$ cat src/rtl/branch_pkg.sv
// Shared types and defaults for the registered branch-condition unit.
// Feature macro: BRANCH_FLAG_FORWARD_EN (see branch_resolver).
package branch_pkg;

  localparam int NUM_FLAGS_D = 6;
  localparam int COND_W_D    = 4;
  localparam int CNT_W_D     = 8;

  localparam int COND_ALWAYS = 0;

  typedef enum logic [1:0] {
    IDLE    = 2'd0,
    WAIT    = 2'd1,
    RESOLVE = 2'd2
  } state_t;

  function automatic logic cond_in_range(
    input int code,
    input int nflags
  );
    return code <= nflags;
  endfunction

endpackage

$ cat src/rtl/branch_resolver_cond_eval.sv
// Combinational condition evaluator: code/polarity/flags -> jump, error.
// Code 0 is "always"; codes above the flag count are errors.
module cond_eval
  import branch_pkg::*;
#(
  parameter int NUM_FLAGS = NUM_FLAGS_D,
  parameter int COND_W    = COND_W_D
) (
  input  logic [COND_W-1:0]    condicao,
  input  logic                 control,
  input  logic [NUM_FLAGS-1:0] flags,
  output logic                 salto,
  output logic                 cond_err
);

  logic w_bit;

  always_comb begin
    w_bit = 1'b0;
    for (int i = 0; i < NUM_FLAGS; i++) begin
      if (condicao == COND_W'(i + 1)) w_bit = flags[i];
    end
  end

  always_comb begin
    salto    = 1'b0;
    cond_err = 1'b0;
    if (condicao == COND_W'(COND_ALWAYS)) begin
      salto = control;
    end else if (cond_in_range(int'(condicao), NUM_FLAGS)) begin
      salto = control ? w_bit : ~w_bit;
    end else begin
      cond_err = 1'b1;
    end
  end

endmodule

$ cat src/rtl/branch_resolver.sv
// Registered branch resolver: flag register, valid/ready request, stall.
// Define BRANCH_FLAG_FORWARD_EN to evaluate against flag_in on write.
module branch_resolver
  import branch_pkg::*;
#(
  parameter int NUM_FLAGS = NUM_FLAGS_D,
  parameter int COND_W    = COND_W_D,
  parameter int CNT_W     = CNT_W_D
) (
  input  logic                 clock,
  input  logic                 reset,
  input  logic                 flag_we,
  input  logic [NUM_FLAGS-1:0] flag_in,
  input  logic                 flags_pending,
  input  logic                 req_valid,
  output logic                 req_ready,
  input  logic [COND_W-1:0]    condicao,
  input  logic                 control,
  input  logic                 flush,
  output logic                 salto_valid,
  output logic                 salto,
  output logic                 cond_err,
  output logic [NUM_FLAGS-1:0] flags_q,
  output logic [CNT_W-1:0]     taken_cnt
);

  if ((2 ** COND_W) <= NUM_FLAGS) begin : g_bad_cfg
    $fatal(1, "branch_resolver: 2**COND_W must exceed NUM_FLAGS");
  end

  state_t               r_state;
  state_t               w_next;
  logic [NUM_FLAGS-1:0] r_flags;
  logic [COND_W-1:0]    r_cond;
  logic                 r_pol;
  logic                 r_valid;
  logic                 r_salto;
  logic                 r_err;
  logic [CNT_W-1:0]     r_cnt;

  logic                 w_accept;
  logic                 w_fire;
  logic [COND_W-1:0]    w_cond;
  logic                 w_pol;
  logic [NUM_FLAGS-1:0] w_flags;
  logic                 w_salto;
  logic                 w_err;

  assign req_ready = (r_state == IDLE);
  // flush in IDLE blocks a same-cycle request
  assign w_accept  = req_valid & req_ready & ~flush;

  always_comb begin
    w_next  = r_state;
    w_fire  = 1'b0;
    w_cond  = r_cond;
    w_pol   = r_pol;
    w_flags = r_flags;
    unique case (r_state)
      IDLE: begin
        w_cond = condicao;
        w_pol  = control;
`ifdef BRANCH_FLAG_FORWARD_EN
        if (flag_we) w_flags = flag_in;
`endif
        if (w_accept) begin
          if (flags_pending) w_next = WAIT;
          else               w_fire = 1'b1;
        end
      end
      WAIT: begin
        if (flush) begin
          w_next = IDLE;
        end else if (flag_we) begin
`ifdef BRANCH_FLAG_FORWARD_EN
          w_flags = flag_in;
          w_fire  = 1'b1;
          w_next  = IDLE;
`else
          w_next  = RESOLVE;
`endif
        end
      end
      RESOLVE: begin
        w_next = IDLE;
        w_fire = ~flush;
      end
      default: w_next = IDLE;
    endcase
  end

  cond_eval #(
    .NUM_FLAGS (NUM_FLAGS),
    .COND_W    (COND_W)
  ) u_eval (
    .condicao (w_cond),
    .control  (w_pol),
    .flags    (w_flags),
    .salto    (w_salto),
    .cond_err (w_err)
  );

  always_ff @(posedge clock) begin
    if (reset) begin
      r_flags <= '0;
    end else if (flag_we) begin
      r_flags <= flag_in;
    end
  end

  always_ff @(posedge clock) begin
    if (reset) begin
      r_state <= IDLE;
      r_cond  <= '0;
      r_pol   <= 1'b0;
    end else begin
      r_state <= w_next;
      if (w_accept && flags_pending) begin
        r_cond <= condicao;
        r_pol  <= control;
      end
    end
  end

  always_ff @(posedge clock) begin
    if (reset) begin
      r_valid <= 1'b0;
      r_salto <= 1'b0;
      r_err   <= 1'b0;
      r_cnt   <= '0;
    end else begin
      r_valid <= w_fire;
      r_err   <= w_fire & w_err;
      if (w_fire) r_salto <= w_salto;
      if (w_fire && w_salto && !w_err && (r_cnt != '1)) begin
        r_cnt <= r_cnt + CNT_W'(1);
      end
    end
  end

  assign salto_valid = r_valid;
  assign salto       = r_salto;
  assign cond_err    = r_err;
  assign flags_q     = r_flags;
  assign taken_cnt   = r_cnt;

endmodule

$ cat config.mk
export PLATFORM = sky130hd
export DESIGN_NAME = branch_resolver
export DESIGN_NICKNAME = d
export VERILOG_FILES = /design/src/rtl/branch_pkg.sv /design/src/rtl/branch_resolver_cond_eval.sv /design/src/rtl/branch_resolver.sv
export SDC_FILE = /design/constraint.sdc
export NUM_CORES = 1
export LEC_CHECK = 0
export BUFFER_PORTS_ARGS = -buffer_cell sky130_fd_sc_hd__buf_2
export CAP_MARGIN = 20
export CELL_PAD_IN_SITES_DETAIL_PLACEMENT = 2
export CELL_PAD_IN_SITES_GLOBAL_PLACEMENT = 2
export CORE_ASPECT_RATIO = 0.5
export CORE_MARGIN = 4
export CORE_UTILIZATION = 32
export CTS_CLUSTER_SIZE = 20
export DETAILED_ROUTE_END_ITERATION = 6
export PLACE_DENSITY_LB_ADDON = 0.1
export REMOVE_ABC_BUFFERS = 1
export SYNTH_ARGS = -nofsm -noshare
export SYNTH_HDL_FRONTEND = slang
export SYNTH_HIERARCHICAL = 1
export SYNTH_SLANG_ARGS = --single-unit
$ cat constraint.sdc
create_clock -name clock -period 4.8 [get_ports clock]
set_input_delay 0.96 -clock clock [delete_from_list [all_inputs] [get_ports clock]]
set_output_delay 0.96 -clock clock [all_outputs]
set_load 0.1 [all_outputs]
### Yosys cells after proc, flatten, opt, wreduce, memory -nomap -nowiden

Cells that the tools add are included.

| storage, ports and cells | value |
|---|---|
| register bits | 24 |
| latch bits | 0 |
| RAM bits | 0 |
| memory bits (read-only) | 0 |
| input port bits | 17 |
| output and inout port bits | 18 |
| memories kept | 0 |

| cells by class | value |
|---|---|
| add/subtract/negate cells | 1 |
| $mul | 0 |
| div/mod/pow operators | 0 |
| order comparisons | 1 |
| equal/unequal tests | 12 |
| shift-type cells | 0 |
| mux-type cells | 21 |
| bitwise gates (word level) | 5 |
| reductions and logical operators | 8 |

Operators with widths:

| operator | number |
|---|---|
| $mux 1 | 14 |
| $eq 4x3->1 const B | 3 |
| $add 8x1->8 const B | 1 |
| $eq 4x2->1 const B | 2 |
| $mux 2 | 4 |
| $ne 8x8->1 const B | 1 |
| $eq 4x1->1 const B | 1 |
| $le 4x3->1 const B | 1 |
| $logic_and 1x1->1 | 4 |
| $logic_not 4->1 | 1 |
| $mux 4 | 1 |
| $pmux 2 s2 | 1 |
| $and 1x1->1 | 3 |
| $ne 3x3->1 const B | 1 |
| $reduce_and 3->1 | 1 |
| $eq 2x1->1 const B | 1 |
| $eq 2x2->1 const B | 1 |
| $logic_not 2->1 | 1 |
| $ne 2x1->1 const B | 1 |
| $ne 2x2->1 const B | 1 |
| $not 1->1 | 2 |
| $pmux 1 s2 | 1 |
| $logic_not 1->1 | 1 |

### Longest topological paths before layout

Gate-level depths: netlist (run 1).

| depth | value |
|---|---|
| word-level depth | 16 |
| gate-level depth with buffers | 10 |

### Cells and area by module

Netlist (run 1), hierarchy kept.

Modules (own cells, without submodules):

| module | instances | cells each | area each (um^2) | seq. area each (um^2) |
|---|---|---|---|---|
| branch_resolver | 1 | 109 | 1106.1 | 480.5 |
| cond_eval | 1 | 12 | 91.3 | 0.0 |

### Least setup slack after synthesis (run 1)

No wires, ideal clock.

| path | value |
|---|---|
| path kind | reg-to-reg |
| start point | register r_state[0] |
| end point | register r_cnt[5], in the netlist taken_cnt[5] |
| data arrival time | 3.165 ns |
| required time | 4.679 ns |
| path slack | 1.514 ns |
| stages on the path, launching flop included | 10 |
| path buffers | 0 |
| cells stage by stage | dfxtp_1 > nor2_2 > mux2_2 > nor2b_1 > o21ai_0 > nand3_1 > mux2_4 > o2111ai_4 > nor4_1 > mux2_2 |

| between the ends | value |
|---|---|
| word-level cells in the longest chain between the ends | 16 |
| elaborated cells between the ends (all ways) | 32 |

Ends and longest elaborated chain:

| item | line | text |
|---|---|---|
| start, declared | branch_resolver.sv:31 | `state_t r_state;` |
| start signal, assigned | branch_resolver.sv:117 | `r_state <= w_next;` |
| $logic_not 2->1 * | branch_resolver.sv:49 | `assign req_ready = (r_state == IDLE);` |
| via req_ready | branch_resolver.sv:16 | `output logic req_ready,` |
| $mux 4 * | branch_resolver.sv:59 | `unique case (r_state)` |
| via w_cond[1] | branch_resolver.sv:43 | `logic [COND_W-1:0] w_cond;` |
| $eq 4x1->1 | branch_resolver_cond_eval.sv:21 | `if (condicao == COND_W'(i + 1)) w_bit = flags[i];` |
| $mux 1 (6 in a row) | branch_resolver_cond_eval.sv:21 |  |
| $not 1->1 | branch_resolver_cond_eval.sv:31 | `salto = control ? w_bit : ~w_bit;` |
| $mux 1 | branch_resolver_cond_eval.sv:31 |  |
| $mux 1 | branch_resolver_cond_eval.sv:30 | `end else if (cond_in_range(int'(condicao), NUM_FLAGS)) begin` |
| $mux 1 * | branch_resolver_cond_eval.sv:28 | `if (condicao == COND_W'(COND_ALWAYS)) begin` |
| via w_salto | branch_resolver.sv:46 | `logic w_salto;` |
| $logic_and 1x1->1 * (3 in a row) | branch_resolver.sv:135 | `if (w_fire && w_salto && !w_err && (r_cnt != '1)) begin` |
| end signal, assigned | branch_resolver.sv:136 | `r_cnt <= r_cnt + CNT_W'(1);` |
| end, declared | branch_resolver.sv:39 | `logic [CNT_W-1:0] r_cnt;` |

The timed path passes the listed nets; every way through them passes the cells marked *.
A chain may end at the register's enable or synchronous reset.

### Worst setup path after layout (run 1)

| path | value |
|---|---|
| start point | register r_state[1] |
| end point | register r_cnt[5], in the netlist taken_cnt[5] |

| between the ends | value |
|---|---|
| word-level cells in the longest chain between the ends | 16 |
| elaborated cells between the ends (all ways) | 32 |

Ends and longest elaborated chain:

| item | line |
|---|---|
| $logic_not 2->1 * | branch_resolver.sv:59 |
| $mux 4 * | branch_resolver.sv:59 |
| via w_cond[1] | branch_resolver.sv:43 |
| $eq 4x1->1 | branch_resolver_cond_eval.sv:21 |
| $mux 1 (6 in a row) | branch_resolver_cond_eval.sv:21 |
| $not 1->1 | branch_resolver_cond_eval.sv:31 |
| $mux 1 | branch_resolver_cond_eval.sv:31 |
| $mux 1 | branch_resolver_cond_eval.sv:30 |
| $mux 1 * | branch_resolver_cond_eval.sv:28 |
| via w_salto | branch_resolver.sv:46 |
| $logic_and 1x1->1 * (3 in a row) | branch_resolver.sv:135 |

Marked as above.

==> flow_summary.yaml, run 1 <==
hold_path:
  hold_class: "flip-flop to flip-flop"
  min_from: "r_pol$_SDFFE_PP0P_"
  min_to: "r_pol$_SDFFE_PP0P_"
  min_path_cells: 2
setup_path:
  reg2reg_to: "taken_cnt[5]$_SDFFE_PP0P_"
  cp-end-kind: "flip-flop"
  crit_type: "flip-flop to flip-flop"
  crit_chain: "nor2_2 -> mux2_2 -> nor2b_1 -> o21ai_0 -> nand3_1 -> mux2_4 -> o2111ai_4 -> nor4_1 -> mux2_2"
  rrSetupSlack_ps: 1930
  slowest_delay_ps: 440
  cp_slowest_cell: "mux2_2"
  required_ps: 4960
  cp_max_fo: 15
  r2r_start: "r_state[1]$_SDFFE_PP0P_"
  start_kind: "flip-flop"
  cpMostUsedCell: "mux2_2"
  reg2regPathDepth: 9
  cp_data_arrival_time_ps: 3040
drt:
  wl_per_cell_um: 15.3
  routed_via_density: 5.02
  dr_total_vias: 1019
  drt_iter0_markers: 22
  drtAntennaViolNets: 0
  drcViolationCount: 0
  dr.pass1.iters: 3
  wl_mm: 3.10
grt:
  grt_max_degree: 26
  grt_pass1_vias: 1080
  overflow: 0
  antenna_found_initial: 0
  grt_use_total_pct: 14.1
  grt_pass1_wl_mm: 5.29
clock_tree:
  path_clk_slew_ps: 90
  cts_setup_buffers: 0
  clk_path_buf_depth: 2
  cts_root_buffer: "clkbuf_8"
  cts_resized: 0
  insertion_delay_ps: 270
  htree_levels: 1
  cts_tree: "done"
  hold_buffers: 0
  cts_sinks: 24
  cts_buffers: 3
synth:
  ys_types: 37
  ys_seq_elements: 24
  netlist_area_um2: 1200
  yosysWarnings: 6
  ys_seq_area_share_pct: 40.1
  syn-mean-instance-area_um2: 9.90
  postSynthCellCount: 121
final_layout:
  multi_input_area_um2: 641
  drive_above_1_share_pct: 34.2
  diodes: 0
  n_fill_cell: 409
  instances_no_fill: 203
  final-seq-area_um2: 480
  syn_to_final_growth_pct: 20.1
  fin_util_pct: 41.0
  layout.nets: 171
floorplanning:
  die_area_um2: 4840
  core_area_um2: 3510
  die_y_um: 51.3
  start_util_pct: 34.1
  ios: 35
  fp.dieW_um: 94.5
  rows: 15
timing:
  relSlewSlack_pct: 56.2
  max_freq_ghz: 0.348
  fin_setup_tns_ps: 0
  setup-violations-final: 0
  fin_crit_sh_pct: 59.9
  hold_violations: 0
  tightest_slew_ps: 654
  fin_skew_ps: 4.48
  grt_setup_unrepaired: "no"
  setup_slack_ps: 1930
  final-max-slew-violation-count: 0
  fin_crit_ps: 2870
place:
  gp_congestion: 0.725
  hpwl_mm: 2.34
  port_buffers: 34
  post-place-ws_ps: 1640
  dp.cells: 199
power:
  power_density_nw_per_um2: 324
  p_leak_nw: 0.604
  peakVddDrop_mv: 0.113
job:
  timing.max_cap.violations: 0
status:
  outcome: "completed"
[cells by family (layout without fill, tap and decap cells)]
kind of cell / after synthesis / count (layout) / synth area share (%)
compound gates: 19 / 19 / 12.6
flops: 24 / 24 / 40.1
fa+ha+maj: 1 / 1 / 1.04
simple gates: 47 / 47 / 22.0
buf+inv: 10 / 41 / 6.37
mux: 20 / 20 / 17.8
[flip-flops by register name (all words and copies together) (netlist names)]
signal and cells:
r_pol 1, r_cond 4, salto_valid 1, r_state 2, flags_q 6, salto 1, cond_err 1, taken_cnt 8
[routing by layer]
metal	share of wire (%)	track usage [%]	vias to the layer above
met3	4.4	4.26	2
li1	-	-	502
met4	0.48	3.35	0
met5	0	0	-
met1	48	18.0	497
met2	47	23.5	18
[synth_stat cells]
master / count / share of area, %
o21a_1: 2 / 1.3
clkbuf_1: 2 / 0.63
nor2b_4: 1 / 1.1
o41ai_1: 2 / 1.5
buf_2: 1 / 0.42
nand2_1: 2 / 0.63
nor3_1: 4 / 1.7
nor2b_1: 2 / 1.0
mux2i_1: 13 / 11
o211ai_2: 1 / 1.0
nor4b_1: 1 / 0.73
buf_6: 1 / 0.94
nand3_1: 3 / 1.3
o2111ai_4: 1 / 2.2
mux2_2: 6 / 5.6
nor2_2: 1 / 0.52
nor4_1: 1 / 0.52
mux2_4: 1 / 1.3
nand3b_1: 2 / 1.3
nor3b_1: 2 / 1.3
inv_1: 3 / 0.94
o21ai_0: 3 / 1.3
nor2_4: 1 / 0.94
or4_1: 3 / 1.9
nor2_1: 18 / 5.6
nand4_1: 2 / 1.0
or3_1: 1 / 0.52
and4b_1: 1 / 0.84
a21oi_1: 5 / 2.1
clkbuf_8: 3 / 3.4
and2_1: 1 / 0.52
o311ai_0: 1 / 0.73
a31o_2: 1 / 0.73
or3_2: 1 / 0.63
ha_1: 1 / 1.0
o31ai_1: 3 / 1.9
dfxtp_1: 24 / 40
[where the power goes]
part	leakage [nW]	switching, mW	internal, mW
registers	0.195	0.00391	0.205
logic	0.373	0.0547	0.0228
clock network	0.0357	0.0681	0.112
[critical path, delay by kind of cell (launching register included)]
kind	cells	cell delay, ps
multiplexers	3	1050
flip-flops	1	390
AND/OR/NAND/NOR	4	920
AO/OA/AOI/OAI	2	400
[cell usage in the layout (no fill, tap or decap), drive strengths merged, types with 3 or more instances in the layout]
cell and count:
buf 34, dfxtp 24, nor2 20, mux2i 13, mux2 7, a21oi 5
nor3 4, o21ai 3, inv 3, nand3 3, or4 3, o31ai 3
clkbuf 3, nor2b 3
[stage by stage]
stage,hold WS (ps),power (mW),area [µm²]
finish,501,0.466,1440
global route,546,0.488,1440
CTS,514,0.475,1440
detailed placement,488,0.291,1370
global placement,469,0.290,1370
floorplan,456,0.269,1130
[final cells by class]
cell class	count	share of cell area (%)
clock buffers	3	2.87
clock inverters	1	2.09
multi-input cells	87	44.6
inverters	3	0.783
flip-flops and latches	24	33.4
repair buffers	34	11.8
well taps	51	4.44
[how the worst max path moves through the flow]
| stage | from | end | slack, ps | depth (start not counted) |
|---|---|---|---|---|
| 2_1_floorplan | r_state[0]$_SDFFE_PP0P_ | taken_cnt[5]$_SDFFE_PP0P_ | 1440 | 9 |
| 3_3_place_gp | condicao[1] | taken_cnt[5]$_SDFFE_PP0P_ | 1730 | 9 |
| 3_5_place_dp | condicao[1] | taken_cnt[5]$_SDFFE_PP0P_ | 1640 | 9 |
| 4_1_cts | r_state[1]$_SDFFE_PP0P_ | taken_cnt[5]$_SDFFE_PP0P_ | 1910 | 9 |
| 5_1_grt | r_state[1]$_SDFFE_PP0P_ | taken_cnt[5]$_SDFFE_PP0P_ | 1720 | 9 |
| 6_report | r_state[1]$_SDFFE_PP0P_ | taken_cnt[5]$_SDFFE_PP0P_ | 1930 | 9 |
Power figures use the tool's default switching activity.
==> run 2: changes to the inputs <==
--- a/config.mk
+++ b/config.mk
@@ -5,13 +5,14 @@
 export SDC_FILE = /design/constraint.sdc
 export NUM_CORES = 1
 export LEC_CHECK = 0
+export ABC_AREA = 1
 export BUFFER_PORTS_ARGS = -buffer_cell sky130_fd_sc_hd__buf_2
 export CAP_MARGIN = 20
 export CELL_PAD_IN_SITES_DETAIL_PLACEMENT = 2
 export CELL_PAD_IN_SITES_GLOBAL_PLACEMENT = 2
 export CORE_ASPECT_RATIO = 0.5
 export CORE_MARGIN = 4
-export CORE_UTILIZATION = 32
+export CORE_UTILIZATION = 24
 export CTS_CLUSTER_SIZE = 20
 export DETAILED_ROUTE_END_ITERATION = 6
 export PLACE_DENSITY_LB_ADDON = 0.1
==> constraint.sdc (replaced) <==
create_clock -name clock -period 2.3 [get_ports clock]
set_input_delay 0.46 -clock clock [delete_from_list [all_inputs] [get_ports clock]]
set_output_delay 0.46 -clock clock [all_outputs]
set_load 0.1 [all_outputs]
==> run 2 against run 1 <==
- register-to-register slack lost 1700 ps
- clock skew about the same
- combinational power increased to 2.5 times the previous value
- first-iteration DRC count up 27%
- utilization decreased by 9.2 points
- final cell count up 42%
- critical path type unchanged
- sequential cell count stayed put
- via count up 27%
- critical path depth is 4 higher
- synthesized area increased by 4.1%
==> flow_summary.yaml, run 2 <==
floorplanning:
  die_area_um2: 6480
  core_area_um2: 4980
  ios: 35
  start_util_pct: 25.0
  fp.dieW_um: 110
  die_y_um: 59.0
  rows: 18
place:
  post-place-ws_ps: -33.4
  placed_area_um2: 1500
  gp_congestion: 0.744
  hpwl_mm: 2.91
  port_buffers: 34
  dp.cells: 284
grt:
  antenna_found_initial: 0
  use_met2_pct: 21.6
  grt_max_degree: 15
  grt_pass1_vias: 1342
  overflow: 0
  grt_use_total_pct: 12.5
  grt_pass1_wl_mm: 6.22
  busiest_layer: "met2"
  grt_use_met3_pct: 3.50
  grt_util_met1_pct: 14.9
synth:
  ys_types: 24
  netlist_area_um2: 1250
  synth_ff_type: "dfxtp_1"
  netlist_top_cells_count: "nand2_1 (42), dfxtp_1 (24), nor2_1 (23)"
  synth_top_cell_by_area: "dfxtp_1"
  syn-mean-instance-area_um2: 6.85
  yosysWarnings: 6
  synth_top_area_share_pct: 38.6
  postSynthCellCount: 182
  synth_area_leaders: "dfxtp_1 (39%), nand2_1 (13%), nor2_1 (6.9%), a21oi_1 (6.4%), inv_1 (6.3%)"
  ys_seq_area_share_pct: 38.6
  async_flop_share_pct: 0
  yosysMostFrequentCell: "nand2_1"
  synth-edff-count: 0
  ys_seq_elements: 24
power:
  p_leak_nw: 0.721
  finalPower_uw: 937
  power_frac_seq_pct: 46.7
  power_density_nw_per_um2: 592
  p_comb_share_pct: 20.7
  power.internal_uw: 630
  switching_share_pct: 32.7
  pwr-share-clk_pct: 32.5
  net-switching-power_uw: 306
  peakVddDrop_mv: 0.185
clock_tree:
  clk_path_buf_depth: 2
  insertion_delay_ps: 280
  cts_sinks: 24
  cts_tree: "done"
  cts_root_buffer: "clkbuf_8"
  cts_buffers: 3
  htree_levels: 1
  path_clk_slew_ps: 90
drt:
  routed_via_density: 4.47
  drtAntennaViolNets: 0
  dr.pass1.iters: 3
  drt_iter0_markers: 28
  wl_mm: 3.73
  dr_total_vias: 1292
  drcViolationCount: 0
  wl_per_cell_um: 12.9
final_layout:
  final_cell_area_um2: 1580
  largest_reg_flops: 8
  syn_to_final_growth_pct: 27.0
  instances_no_fill: 289
  final_common_cell: "nand2_1"
  fin_util_pct: 31.8
  diodes: 0
  drive_above_1_share_pct: 26.5
  layout.nets: 238
  layout.cells.most_common_list: "nand2_1 (42), buf_2 (34), nor2_1 (23), dfxtp_1 (23), inv_1 (21)"
timing:
  fin_setup_tns_ps: 0
  max_freq_ghz: 0.481
  hold_violations: 0
  fin_skew_ps: 4.35
  holdWs_ps: 402
  tightest_slew_ps: 477
  final-max-slew-violation-count: 0
  grt_setup_unrepaired: "no"
  fin_crit_sh_pct: 90.3
  relSlewSlack_pct: 68.1
  fin_crit_ps: 2080
  setup_slack_ps: 223
  setup-violations-final: 0
setup_path:
  cp_max_fo: 8
  start_kind: "flip-flop"
  required_ps: 2510
  crit_type: "flip-flop to flip-flop"
  cp_data_arrival_time_ps: 2290
  cp-end-kind: "flip-flop"
job:
  timing.max_cap.violations: 0
status:
  outcome: "completed"
hold_path:
  hold_class: "primary input to flip-flop"
==> run 2: cell count changes after synthesis, moves of 4 or more <==
cell     previous run  this run
mux2_2              6         0
mux2i_1            13         0
o21ai_0             3        13
o21ai_1             0         4
inv_1               3        21
nand2_1             2        42
nor2_1             18        23
nor2_2              1         5
a21oi_1             5        16
nand3_1             3         9
==> run 2: final timing paths <==
check | cells past startpoint | startpoint | end | slack (ps)
hold reg to reg | 2 | salto$_SDFFE_PP0N_ | salto$_SDFFE_PP0N_ | 460
hold / removal | 3 | flag_in[3] | flags_q[3]$_SDFFE_PP0P_ | 400
setup reg to reg | 13 | r_state[1]$_SDFFE_PP0P_ | taken_cnt[7]$_SDFFE_PP0P_ | 220
setup / recovery | 13 | r_state[1]$_SDFFE_PP0P_ | taken_cnt[7]$_SDFFE_PP0P_ | 220
==> run 2: cells by family after synthesis <==
group / Yosys count / share of synthesized area (%)
buf+inv: 28 / 8.63
fa+ha+maj: 1 / 1.00
xor+xnor: 3 / 2.11
flops: 24 / 38.6
simple gates: 90 / 33.2
compound gates: 36 / 16.5
==> run 2: power groups by stage <==
stage | clock network [mW] | logic [mW] | registers (mW)
after floorplan | 0 | 0.0717 | 0.513
after detailed placement | 0 | 0.193 | 0.448
after global placement | 0 | 0.188 | 0.447
final | 0.304 | 0.194 | 0.438
after global routing | 0.340 | 0.213 | 0.440
after CTS | 0.319 | 0.194 | 0.438
==> run 2: repair_timing <==
action | 4_1_cts | 5_1_grt
gates cloned | 0 | 0
endpoints found under the setup margin | 8 | 8
gates resized for setup | 1 | 7
hold buffers | 0 | 0
pin swaps | 0 | 1
setup buffers | 0 | 1
==> run 2: critical path, cell delays in order (launching register included) <==
cell	delay [ps]
dfxtp_2	350
nor2_4	190
buf_6	130
o21ai_0	100
o21bai_1	180
a21oi_1	110
nand2_1	90
nand2_1	60
nand2_1	60
nor2_2	110
inv_1	80
a21oi_4	250
nand3_1	120
a21oi_1	170
==> run 2: final cells by class <==
| cell class | instances | area [µm²] |
|---|---|---|
| multi-input combinational | 130 | 671 |
| inverter | 24 | 91.3 |
| timing repair buffer | 37 | 196 |
| fill | 638 | 3390 |
| tap | 70 | 87.6 |
| clock buffer | 4 | 55.1 |
| sequential | 24 | 482 |
==> run 2: routing by layer <==
layer	wire, µm	up-vias
met5	0	-
met4	56	0
met3	144	4
met2	1730	20
met1	1800	616
li1	-	652
